**config.mk**
```make
export PLATFORM = sky130hd
export DESIGN_NAME = ad9866_spi_ctrl
export DESIGN_NICKNAME = d
export VERILOG_FILES = /design/src/rtl/ad9866_pkg.sv /design/src/rtl/ad9866_cmd_fifo.sv /design/src/rtl/ad9866_spi_ctrl.sv
export SDC_FILE = /design/constraint.sdc
export NUM_CORES = 1
export LEC_CHECK = 0
export CELL_PAD_IN_SITES_DETAIL_PLACEMENT = 1
export CELL_PAD_IN_SITES_GLOBAL_PLACEMENT = 1
export CORE_ASPECT_RATIO = 1.4
export CORE_UTILIZATION = 51
export DETAILED_ROUTE_END_ITERATION = 10
export GPL_TIMING_DRIVEN = 0
export PLACE_DENSITY_LB_ADDON = 0.12
export SKIP_CTS_REPAIR_TIMING = 1
export SLEW_MARGIN = 10
export SYNTH_ARGS = -nofsm -noshare
export SYNTH_HDL_FRONTEND = slang
export SYNTH_SLANG_ARGS = --single-unit
```
**constraint.sdc**
```tcl
create_clock -name clk -period 4.1 [get_ports clk]
set_clock_uncertainty 0.2 [all_clocks]
set_input_delay 0.615 -clock clk [delete_from_list [all_inputs] [get_ports clk]]
set_output_delay 0.615 -clock clk [all_outputs]
set_load 0.005 [all_outputs]
```
**src/rtl/ad9866_pkg.sv**
```systemverilog
// Shared types and constants for the AD9866 SPI configuration master.
// The default init table holds the seven AD9866 registers written after reset.
package ad9866_pkg;

  localparam int AD9866_INIT_LEN  = 20;
  localparam int AD9866_GAP_CLKS  = 2;

  typedef struct packed {
    logic       rw;
    logic [1:0] bc;
    logic [4:0] addr;
    logic [7:0] data;
  } spi_frame_t;

  typedef struct packed {
    logic       we;
    logic [7:0] data;
  } init_entry_t;

  typedef struct packed {
    logic       rd;
    logic [4:0] addr;
    logic [7:0] data;
  } cmd_t;

  typedef enum logic [1:0] {
    S_INIT,
    S_IDLE,
    S_SHIFT,
    S_GAP
  } state_t;

  // Entry index is the register address; bit8 marks entries that are written.
  localparam logic [0:AD9866_INIT_LEN-1][8:0] AD9866_INIT_DEFAULT = {
    9'h180, 9'h000, 9'h000, 9'h000, 9'h000, 9'h000, 9'h000, 9'h121,
    9'h14B, 9'h000, 9'h000, 9'h120, 9'h141, 9'h101, 9'h000, 9'h000,
    9'h000, 9'h100, 9'h000, 9'h000
  };

endpackage

```
**src/rtl/ad9866_cmd_fifo.sv**
```systemverilog
// Host command queue for the AD9866 SPI master: DEPTH entries of cmd_t,
// push ignored when full, pop ignored when empty, head always visible.
module ad9866_cmd_fifo
  import ad9866_pkg::*;
#(
  parameter int DEPTH = 4
)(
  input  logic clk,
  input  logic reset_n,
  input  logic push,
  input  cmd_t push_data,
  input  logic pop,
  output cmd_t head,
  output logic full,
  output logic empty
);

  localparam int PTR_W = $clog2(DEPTH);

  cmd_t             mem [DEPTH];
  logic [PTR_W-1:0] wr_ptr;
  logic [PTR_W-1:0] rd_ptr;
  logic [PTR_W:0]   count;
  logic             push_ok;
  logic             pop_ok;

  assign full    = (count == (PTR_W+1)'(DEPTH));
  assign empty   = (count == '0);
  assign push_ok = push && !full;
  assign pop_ok  = pop && !empty;
  assign head    = mem[rd_ptr];

  always_ff @(posedge clk) begin
    if (push_ok) mem[wr_ptr] <= push_data;
  end

  // Pointers wrap naturally because DEPTH is a power of two.
  always_ff @(posedge clk or negedge reset_n) begin
    if (!reset_n) begin
      wr_ptr <= '0;
      rd_ptr <= '0;
      count  <= '0;
    end else begin
      if (push_ok) wr_ptr <= wr_ptr + 1'b1;
      if (pop_ok)  rd_ptr <= rd_ptr + 1'b1;
      case ({push_ok, pop_ok})
        2'b10:   count <= count + 1'b1;
        2'b01:   count <= count - 1'b1;
        default: ;
      endcase
    end
  end

endmodule

```
**src/rtl/ad9866_spi_ctrl.sv**
```systemverilog
// AD9866 SPI configuration master: init table playback, gain auto-update, queued host access.
// Define AD9866_READBACK_EN to enable register reads over sdo; otherwise reads are dropped.
module ad9866_spi_ctrl
  import ad9866_pkg::*;
#(
  parameter int                          INIT_LEN   = AD9866_INIT_LEN,
  parameter logic [0:INIT_LEN-1][8:0]    INIT_TABLE = AD9866_INIT_DEFAULT,
  parameter int                          CLK_DIV    = 1,
  parameter int                          FIFO_DEPTH = 4,
  parameter logic [4:0]                  GAIN_ADDR  = 5'h0A
)(
  input  logic       clk,
  input  logic       reset_n,
  output logic       sclk,
  output logic       sen_n,
  output logic       sdio,
  input  logic       sdo,
  input  logic [5:0] gain,
  input  logic       cmd_valid,
  output logic       cmd_ready,
  input  logic       cmd_rd,
  input  logic [4:0] cmd_addr,
  input  logic [7:0] cmd_data,
  output logic       rsp_valid,
  output logic [7:0] rsp_data,
  output logic       init_done,
  output logic       busy
);

  localparam int DIV_W = (CLK_DIV > 1) ? $clog2(CLK_DIV) : 1;
  localparam int IDX_W = $clog2(INIT_LEN + 1);

  state_t           state, state_next;
  logic [DIV_W-1:0] div_cnt;
  logic [3:0]       bit_cnt;
  logic [1:0]       gap_cnt;
  logic [IDX_W-1:0] idx;
  logic [15:0]      tx;
  logic [5:0]       gain_last;
  logic             fifo_full, fifo_empty, fifo_push, fifo_pop;
  cmd_t             cmd_in, fifo_head;
  init_entry_t      entry;
  spi_frame_t       frame;
  logic             start_frame, init_last, gain_pend, bit_end, frame_end, gap_end;

  assign cmd_in.rd   = cmd_rd;
  assign cmd_in.addr = cmd_addr;
  assign cmd_in.data = cmd_data;
  assign cmd_ready   = !fifo_full;
  assign fifo_push   = cmd_valid && !fifo_full;

  ad9866_cmd_fifo #(.DEPTH(FIFO_DEPTH)) u_fifo (
    .clk       (clk),
    .reset_n   (reset_n),
    .push      (fifo_push),
    .push_data (cmd_in),
    .pop       (fifo_pop),
    .head      (fifo_head),
    .full      (fifo_full),
    .empty     (fifo_empty)
  );

  assign sdio      = tx[15];
  assign init_last = (idx == IDX_W'(INIT_LEN));
  assign entry     = INIT_TABLE[idx];
  assign gain_pend = init_done && (gain != gain_last);
  assign bit_end   = (state == S_SHIFT) && (div_cnt == DIV_W'(CLK_DIV - 1));
  assign frame_end = bit_end && sclk && (bit_cnt == 4'd15);
  assign gap_end   = (gap_cnt == 2'(AD9866_GAP_CLKS - 1));

  always_ff @(posedge clk or negedge reset_n) begin
    if (!reset_n) state <= S_INIT;
    else          state <= state_next;
  end

  always_comb begin
    state_next  = state;
    start_frame = 1'b0;
    fifo_pop    = 1'b0;
    frame       = '0;
    case (state)
      S_INIT: begin
        if (init_last) begin
          state_next = S_IDLE;
        end else if (entry.we) begin
          start_frame = 1'b1;
          frame.addr  = 5'(idx);
          frame.data  = entry.data;
          state_next  = S_SHIFT;
        end
      end
      S_IDLE: begin
        if (gain_pend) begin
          start_frame = 1'b1;
          frame.addr  = GAIN_ADDR;
          frame.data  = {2'b00, gain};
          state_next  = S_SHIFT;
        end else if (!fifo_empty) begin
          fifo_pop = 1'b1;
`ifdef AD9866_READBACK_EN
          start_frame = 1'b1;
          frame.rw    = fifo_head.rd;
          frame.addr  = fifo_head.addr;
          frame.data  = fifo_head.rd ? 8'h00 : fifo_head.data;
          state_next  = S_SHIFT;
`else
          if (!fifo_head.rd) begin
            start_frame = 1'b1;
            frame.addr  = fifo_head.addr;
            frame.data  = fifo_head.data;
            state_next  = S_SHIFT;
          end
`endif
        end
      end
      S_SHIFT: if (frame_end) state_next = S_GAP;
      S_GAP:   if (gap_end) state_next = (init_done || init_last) ? S_IDLE : S_INIT;
      default: state_next = S_INIT;
    endcase
  end

  // busy is registered, so it follows the FSM/queue/gain status one clock later.
  always_ff @(posedge clk or negedge reset_n) begin
    if (!reset_n) begin
      sclk      <= 1'b0;
      sen_n     <= 1'b1;
      tx        <= '0;
      div_cnt   <= '0;
      bit_cnt   <= '0;
      gap_cnt   <= '0;
      idx       <= '0;
      gain_last <= '0;
      init_done <= 1'b0;
      busy      <= 1'b0;
    end else begin
      busy <= (state != S_IDLE) || !fifo_empty || gain_pend;
      if (state == S_INIT && !init_last) idx <= idx + 1'b1;
      if (state == S_IDLE && gain_pend) gain_last <= gain;
      if (!init_done && init_last && (state == S_INIT || (state == S_GAP && gap_end)))
        init_done <= 1'b1;
      if (start_frame) begin
        tx      <= frame;
        sen_n   <= 1'b0;
        sclk    <= 1'b0;
        div_cnt <= '0;
        bit_cnt <= '0;
      end
      if (state == S_SHIFT) begin
        if (bit_end) begin
          div_cnt <= '0;
          sclk    <= !sclk;
          if (sclk) begin
            tx <= {tx[14:0], 1'b0};
            if (bit_cnt == 4'd15) sen_n <= 1'b1;
            else                  bit_cnt <= bit_cnt + 1'b1;
          end
        end else begin
          div_cnt <= div_cnt + 1'b1;
        end
      end
      if (frame_end)           gap_cnt <= '0;
      else if (state == S_GAP) gap_cnt <= gap_cnt + 1'b1;
    end
  end

`ifdef AD9866_READBACK_EN
  logic [7:0] rx;
  logic       rd_pending;

  // sdo is captured on every sclk fall; only read frames publish it.
  always_ff @(posedge clk or negedge reset_n) begin
    if (!reset_n) begin
      rx         <= '0;
      rd_pending <= 1'b0;
      rsp_valid  <= 1'b0;
      rsp_data   <= '0;
    end else begin
      rsp_valid <= 1'b0;
      if (bit_end && sclk) rx <= {rx[6:0], sdo};
      if (start_frame) rd_pending <= frame.rw;
      if (state == S_GAP && rd_pending) begin
        rsp_valid  <= 1'b1;
        rsp_data   <= rx;
        rd_pending <= 1'b0;
      end
    end
  end
`else
  logic unused_sdo;
  assign unused_sdo = sdo;
  assign rsp_valid  = 1'b0;
  assign rsp_data   = 8'h00;
`endif

endmodule
```
==> key figures, run 1 <==
Final layout
  • NumNets Final: 464
  • ANT cells: 0
  • Post-layout util: 61.33%
  • Layout area overhead: 15.48%
  • Fin cells: 536
  • Share of layout cells above drive strength 1: 16.08%

Global route
  • Initial antenna violation count: 0
  • Largest net degree at the start of global routing: 36
  • Tot GR Track Use: 24.08%
  • GRT overflow: 0
  • Vias in the first global route: 3,481
  • First-pass GRT wire length: 18,020 microns

Yosys
  • Cell with the most instances after synthesis: edfxtp_1
  • Synth async-reset ratio: 45.63%
  • Cells after Synth: 375
  • Synth cell types: 54
  • Synth Area in XOR/XNOR: 3.431%
  • Synth Area in Simple Gates: 10.42%
  • Synthesized area per cell: 12.93 sq um
  • Flop and latch count out of synthesis: 103
  • Synth cell count leaders: 56 x edfxtp_1, 46 x dfrtp_1, 32 x nand2_1
  • Top cells by area, synth: edfxtp_1 35%, dfrtp_1 24%, mux4_2 6.0%
  • Synth top area share: 34.67%
  • Post-synthesis adder-cell area fraction: 4.283%
  • Yosys warnings: 0
  • Compound-gate portion of the synthesized area: 8.746%
  • Multiplexer share of the synthesized area: 9.262%
  • Synthesized area: 4850 sq um
  • Yosys top cell by area: edfxtp_1
  • Seq/Total Area, Yosys: 58.95%
  • Main combinational cell family by area after synthesis: simple AND/OR/NAND/NOR gates
  • Post-synth EDFFs: 56
  • Most common flop cell mapped by yosys: edfxtp_1

Critical path
  • Setup CP Type: input pin to flip-flop
  • CP required: 4.17 ns
  • CP Launch Type: input pin
  • Critical Path AT: 3.71 ns
  • Critical Path Fanout Max: 5
  • Critical Path Sink Type: flip-flop
  • Flop-to-flop setup slack: 0.80 ns

Pwr
  • Total power: 2.424 mW
  • VDD IR max: 311.4 uV
  • P_leak: 2.213 nW
  • Pwr per Cell Area: 432.9 nW/um^2

Clock network
  • Total clock sinks: 103
  • CTS H-Tree Depth: 3
  • CTS max path bufs: 2
  • CTS Buf Count: 9
  • CTS tree: done
  • Clock Latency Late Sink: 0.35 ns
  • Clock transition at path regs: 0.07 ns
  • CTS root buf: clkbuf_16

Placement
  • Post-Place Cells: 519
  • Placer's final routability congestion estimate: 0.8390
  • IO Port Bufs: 28
  • Post-DP HPWL: 7824 microns

Timing
  • WHS: 0.2817 ns
  • Count of final setup violators: 0
  • Max transition margin: 46.64%
  • Final worst-path cycle share: 88.85%
  • Worst-Margin Slew: 0.7942 ns
  • Minimum clock period: 3.643 ns
  • RSZ-0062 raised after global routing: no
  • Setup TNS: 0 ns
  • Max Freq: 274.5 MHz
  • Pins Over Slew Limit: 0
  • Final hold violations: 0

Run status
  • Status: complete, but fails checks
  • Violations in the final reports: DRC

Detailed routing
  • Pre-antenna DRT Iters: 7
  • Total Wirelength: 10,670 microns
  • Residual DRC count: 2
  • Vias per Instance: 5.799
  • Routed Antenna Nets: 0
  • DR iter-0 viols: 268
  • Vias: 3,108
  • Routed length per instance: 19.90 microns

Floorplan
  • Core box area: 9131 sq um
  • Die X: 84.42 microns
  • Num rows: 41
  • I/O Pins: 39
  • Die Ht: 117.4 microns
  • Die area: 9909 sq um
  • Initial Util: 53.11%

Job
  • Maxcap violations: 0

Min path
  • Worst hold path type: flip-flop to flip-flop
==> layout by cell type, fill, tap and decap left out, types with 2 or more instances in the layout <==
master            n
edfxtp_1         56
dfrtp_1          46
nand2_1          32
clkdlybuf4s50_1  27
o21ai_0          23
inv_1            19
nor2_1           17
ha_1             15
mux4_2           13
a21oi_1          12
xor2_1           10
nand3_1          10
nor3_1            9
xnor2_1           9
buf_4             9
conb_1            9
clkbuf_16         9
buf_2             8
mux2_2            8
and3_1            8
clkbuf_1          7
a31oi_1           7
nand4_1           5
nor3_2            4
a21o_1            4
mux2i_1           4
nand2b_1          3
a22oi_1           3
o21ai_1           3
a211oi_1          2
buf_6             2
o22ai_1           2
a211oi_2          2
o2bb2ai_1         2
inv_6             2
clkinvlp_4        2
==> state kept, by name, indices dropped and copies added (netlist names) <==
register       count
div_cnt            1
init_done          1
u_fifo.wr_ptr      2
tx                16
sen_n              1
busy               1
u_fifo.mem        56
bit_cnt            4
gain_last          6
state              2
gap_cnt            2
sclk               1
u_fifo.count       3
u_fifo.rd_ptr      2
idx                5
==> critical path, stage by stage <==
cell and delay (ns):
clkdlybuf4s50_1 0.47, xor2_1 0.18, nor4_2 0.36, a21boi_0 0.31, nor3_1 0.59, ha_1 0.30, inv_1 0.07, fa_1 0.38
xor2_1 0.15, nor2_1 0.11, xor2_1 0.16
==> path summary, 6_finish.rpt <==
kind / from / to / cells past startpoint
max: gain[3] / u_fifo.count[2]$_DFFE_PN0P_ / 11
max in group asynchronous: reset_n / sen_n$_DFF_PN1_ / 3
min: tx[14]$_DFF_PN0_ / tx[15]$_DFF_PN0_ / 2
max reg2reg: gain_last[5]$_DFFE_PN0P_ / u_fifo.count[2]$_DFFE_PN0P_ / 10
min reg2reg: tx[14]$_DFF_PN0_ / tx[15]$_DFF_PN0_ / 2
min in group asynchronous: reset_n / gain_last[5]$_DFFE_PN0P_ / 2
==> final cells by class <==
type	instances	area, sq um
Buffer	25	162.7
Clock buffer	10	229.0
Clock inverter	6	52.55
Fill cell	902	3531
Inverter	19	71.32
Multi-Input combinational cell	236	1787
Sequential cell	103	2859
Tap cell	107	133.9
Timing Repair Buffer	30	305.3
==> logic make-up (layout without fill, tap and decap cells) <==
logic type,after synthesis,in the layout
other,1,9
muxes,26,26
buffers and inverters,44,90
and+or+nand+nor,98,98
adders and majority gates,16,16
AOI/OAI and AO/OA,68,68
DFF,103,103
xor gates and xnor gates,19,19
==> where the power goes <==
part           total [mW]  switching (mW)  internal, mW
Sequential           1.29          0.0479          1.25
Combinational       0.320           0.193         0.127
Clock               0.810           0.389         0.422
Total                2.42           0.629          1.80
==> stage by stage <==
stage                     worst slack (ns)  cell area (sq um)
after floorplan                      1.197               4880
after global placement              0.2236               5294
after detailed placement           0.04284               5309
after CTS                           0.4050               5590
after global routing                0.2284               5600
final                               0.4572               5600
==> per-layer routing <==
metal / part of all wire, % / track usage (%)
met5: 0 / 0
met4: 4.2 / 12.71
met3: 2.0 / 3.237
met2: 55 / 43.19
met1: 39 / 27.70
(Power assumes the default switching activity.)
==> inputs of run 2 (changes only) <==
--- a/config.mk
+++ b/config.mk
@@ -5,10 +5,11 @@
 export SDC_FILE = /design/constraint.sdc
 export NUM_CORES = 1
 export LEC_CHECK = 0
-export CELL_PAD_IN_SITES_DETAIL_PLACEMENT = 1
-export CELL_PAD_IN_SITES_GLOBAL_PLACEMENT = 1
+export CELL_PAD_IN_SITES_DETAIL_PLACEMENT = 0
+export CELL_PAD_IN_SITES_GLOBAL_PLACEMENT = 2
 export CORE_ASPECT_RATIO = 1.4
-export CORE_UTILIZATION = 51
+export CORE_UTILIZATION = 44
+export CTS_CLUSTER_DIAMETER = 120
 export DETAILED_ROUTE_END_ITERATION = 10
 export GPL_TIMING_DRIVEN = 0
 export PLACE_DENSITY_LB_ADDON = 0.12
==> key figures, run 2 (synthesis results as in run 1) <==
Final layout
  • Commonest non-fill, non-tap cells in the layout: 56 x edfxtp_1, 46 x dfrtp_1, 32 x nand2_1
  • Share of layout cells above drive strength 1: 16.08%
  • Commonest non-fill, non-tap cell in the layout: edfxtp_1
  • NumNets Final: 464
  • Reg with most FFs: u_fifo.mem
  • Fin cells: 570
  • ANT cells: 0
  • Layout area overhead: 16.51%
  • Largest registers: u_fifo.mem: 56 flops, tx: 16 flops, gain_last: 6 flops
  • Max reg flops: 56

Clock network
  • Clock Latency Late Sink: 0.35 ns
  • Clock transition at path regs: 0.07 ns
  • CTS tree: done
  • CTS max path bufs: 2
  • CTS root buf: clkbuf_16
  • Total clock sinks: 103
  • CTS Buf Count: 9
  • CTS H-Tree Depth: 3

Timing
  • Minimum clock period: 3.535 ns
  • Final hold violations: 0
  • Setup TNS: 0 ns
  • Pins Over Slew Limit: 0
  • Count of final setup violators: 0
  • WHS: 0.2903 ns
  • Max Freq: 282.9 MHz
  • Final worst-path cycle share: 86.22%
  • Worst-Margin Slew: 0.7977 ns
  • Max transition margin: 46.41%
  • RSZ-0062 raised after global routing: no

Global route
  • First-pass GRT wire length: 16,640 microns
  • Tot GR Track Use: 19.46%
  • Vias in the first global route: 3,146
  • GRT overflow: 0
  • Initial antenna violation count: 0
  • Largest net degree at the start of global routing: 35

Run status
  • Status: complete, no violations

Floorplan
  • Core box area: 10,810 sq um
  • Die area: 11,450 sq um
  • I/O Pins: 39
  • Die X: 90.73 microns
  • Num rows: 45
  • Initial Util: 44.86%
  • Die Ht: 126.2 microns

Job
  • Maxcap violations: 0

Detailed routing
  • Pre-antenna DRT Iters: 5
  • Routed length per instance: 17.38 microns
  • Total Wirelength: 9908 microns
  • Residual DRC count: 0
  • DR iter-0 viols: 162
  • Vias: 3,025
  • Vias per Instance: 5.307
  • Routed Antenna Nets: 0

Pwr
  • VDD IR max: 328.1 uV
  • Pwr per Cell Area: 427.1 nW/um^2
  • Total power: 2.413 mW
  • P_leak: 2.221 nW

Critical path
  • CP Launch Type: input pin
  • CP required: 4.17 ns
  • Flop-to-flop setup slack: 0.95 ns
  • Setup CP Type: input pin to flip-flop
  • Critical Path AT: 3.61 ns
  • Critical Path Sink Type: flip-flop
  • Critical Path Fanout Max: 5

Placement
  • Placer's final routability congestion estimate: 0.7740
  • Post-Place Cells: 553
  • IO Port Bufs: 28
  • Post-DP HPWL: 7147 microns

Min path
  • Worst hold path type: flip-flop to flip-flop
run 2: changes by cell type in the layout (fill, tap and decap cells not counted):
cell        previous run  this run
clkinv_4               1         5
clkinv_8               0         1
clkinvlp_4             2         0
inv_6                  2         0
inv_8                  1         0
run 2: layer usage:
metal | GRT usage, % | wire length (microns)
met4 | 9.108 | 234
met2 | 34.98 | 5480
met5 | 0 | 0
met1 | 22.60 | 3950
met3 | 3.019 | 243
run 2: path summary, 6_finish.rpt:
| check | from | to | cells past startpoint |
|---|---|---|---|
| min reg2reg | tx[9]$_DFF_PN0_ | tx[10]$_DFF_PN0_ | 2 |
| max | gain[5] | u_fifo.count[2]$_DFFE_PN0P_ | 11 |
| min | tx[9]$_DFF_PN0_ | tx[10]$_DFF_PN0_ | 2 |
| max reg2reg | gain_last[5]$_DFFE_PN0P_ | u_fifo.count[2]$_DFFE_PN0P_ | 10 |
| max in group asynchronous | reset_n | sen_n$_DFF_PN1_ | 3 |
| min in group asynchronous | reset_n | state[1]$_DFFE_PN0P_ | 2 |
run 2: area by class of cell:
type	count	area [sq um]
Tap cell	141	176.4
Clock buffer	10	229.0
Clock inverter	6	60.06
Buffer	25	162.7
Multi-Input combinational cell	236	1787
Timing Repair Buffer	30	305.3
Inverter	19	71.32
Fill cell	968	5160
Sequential cell	103	2859
run 2: worst max-delay path, stage by stage:
cell and delay (ns):
clkdlybuf4s50_1 0.48, xor2_1 0.19, nor4_2 0.36, a21boi_0 0.30, nor3_1 0.55, ha_1 0.28
inv_1 0.06, fa_1 0.37, xor2_1 0.15, nor2_1 0.11, xor2_1 0.15
run 2: power by group:
group | internal [mW] | switching, mW
sequential | 1.25 | 0.0413
clock | 0.423 | 0.394
combinational | 0.126 | 0.184
run 2: stage by stage:
step	setup WS, ns	cell area (sq um)	util (%)
floorplan	1.197	4880	-
global placement	0.1506	5336	49.36
detailed placement	0.1064	5351	49.50
CTS	0.4724	5640	52.18
global route	0.3252	5650	52.27
finish	0.5652	5650	52.27
==> inputs of run 3 (changes only) <==
--- a/config.mk
+++ b/config.mk
@@ -12,8 +12,9 @@
 export CTS_CLUSTER_DIAMETER = 120
 export DETAILED_ROUTE_END_ITERATION = 10
 export GPL_TIMING_DRIVEN = 0
+export HOLD_SLACK_MARGIN = 0.06
 export PLACE_DENSITY_LB_ADDON = 0.12
-export SKIP_CTS_REPAIR_TIMING = 1
+export SETUP_SLACK_MARGIN = 0.02
 export SLEW_MARGIN = 10
 export SYNTH_ARGS = -nofsm -noshare
 export SYNTH_HDL_FRONTEND = slang
==> results of run 3 <==
Same layout as run 2: the final DEF is identical, and so are final timing and power.
Main changes from that run: met1 usage 22.60% -> 22.64%; met3 usage 3.019% -> 2.959%
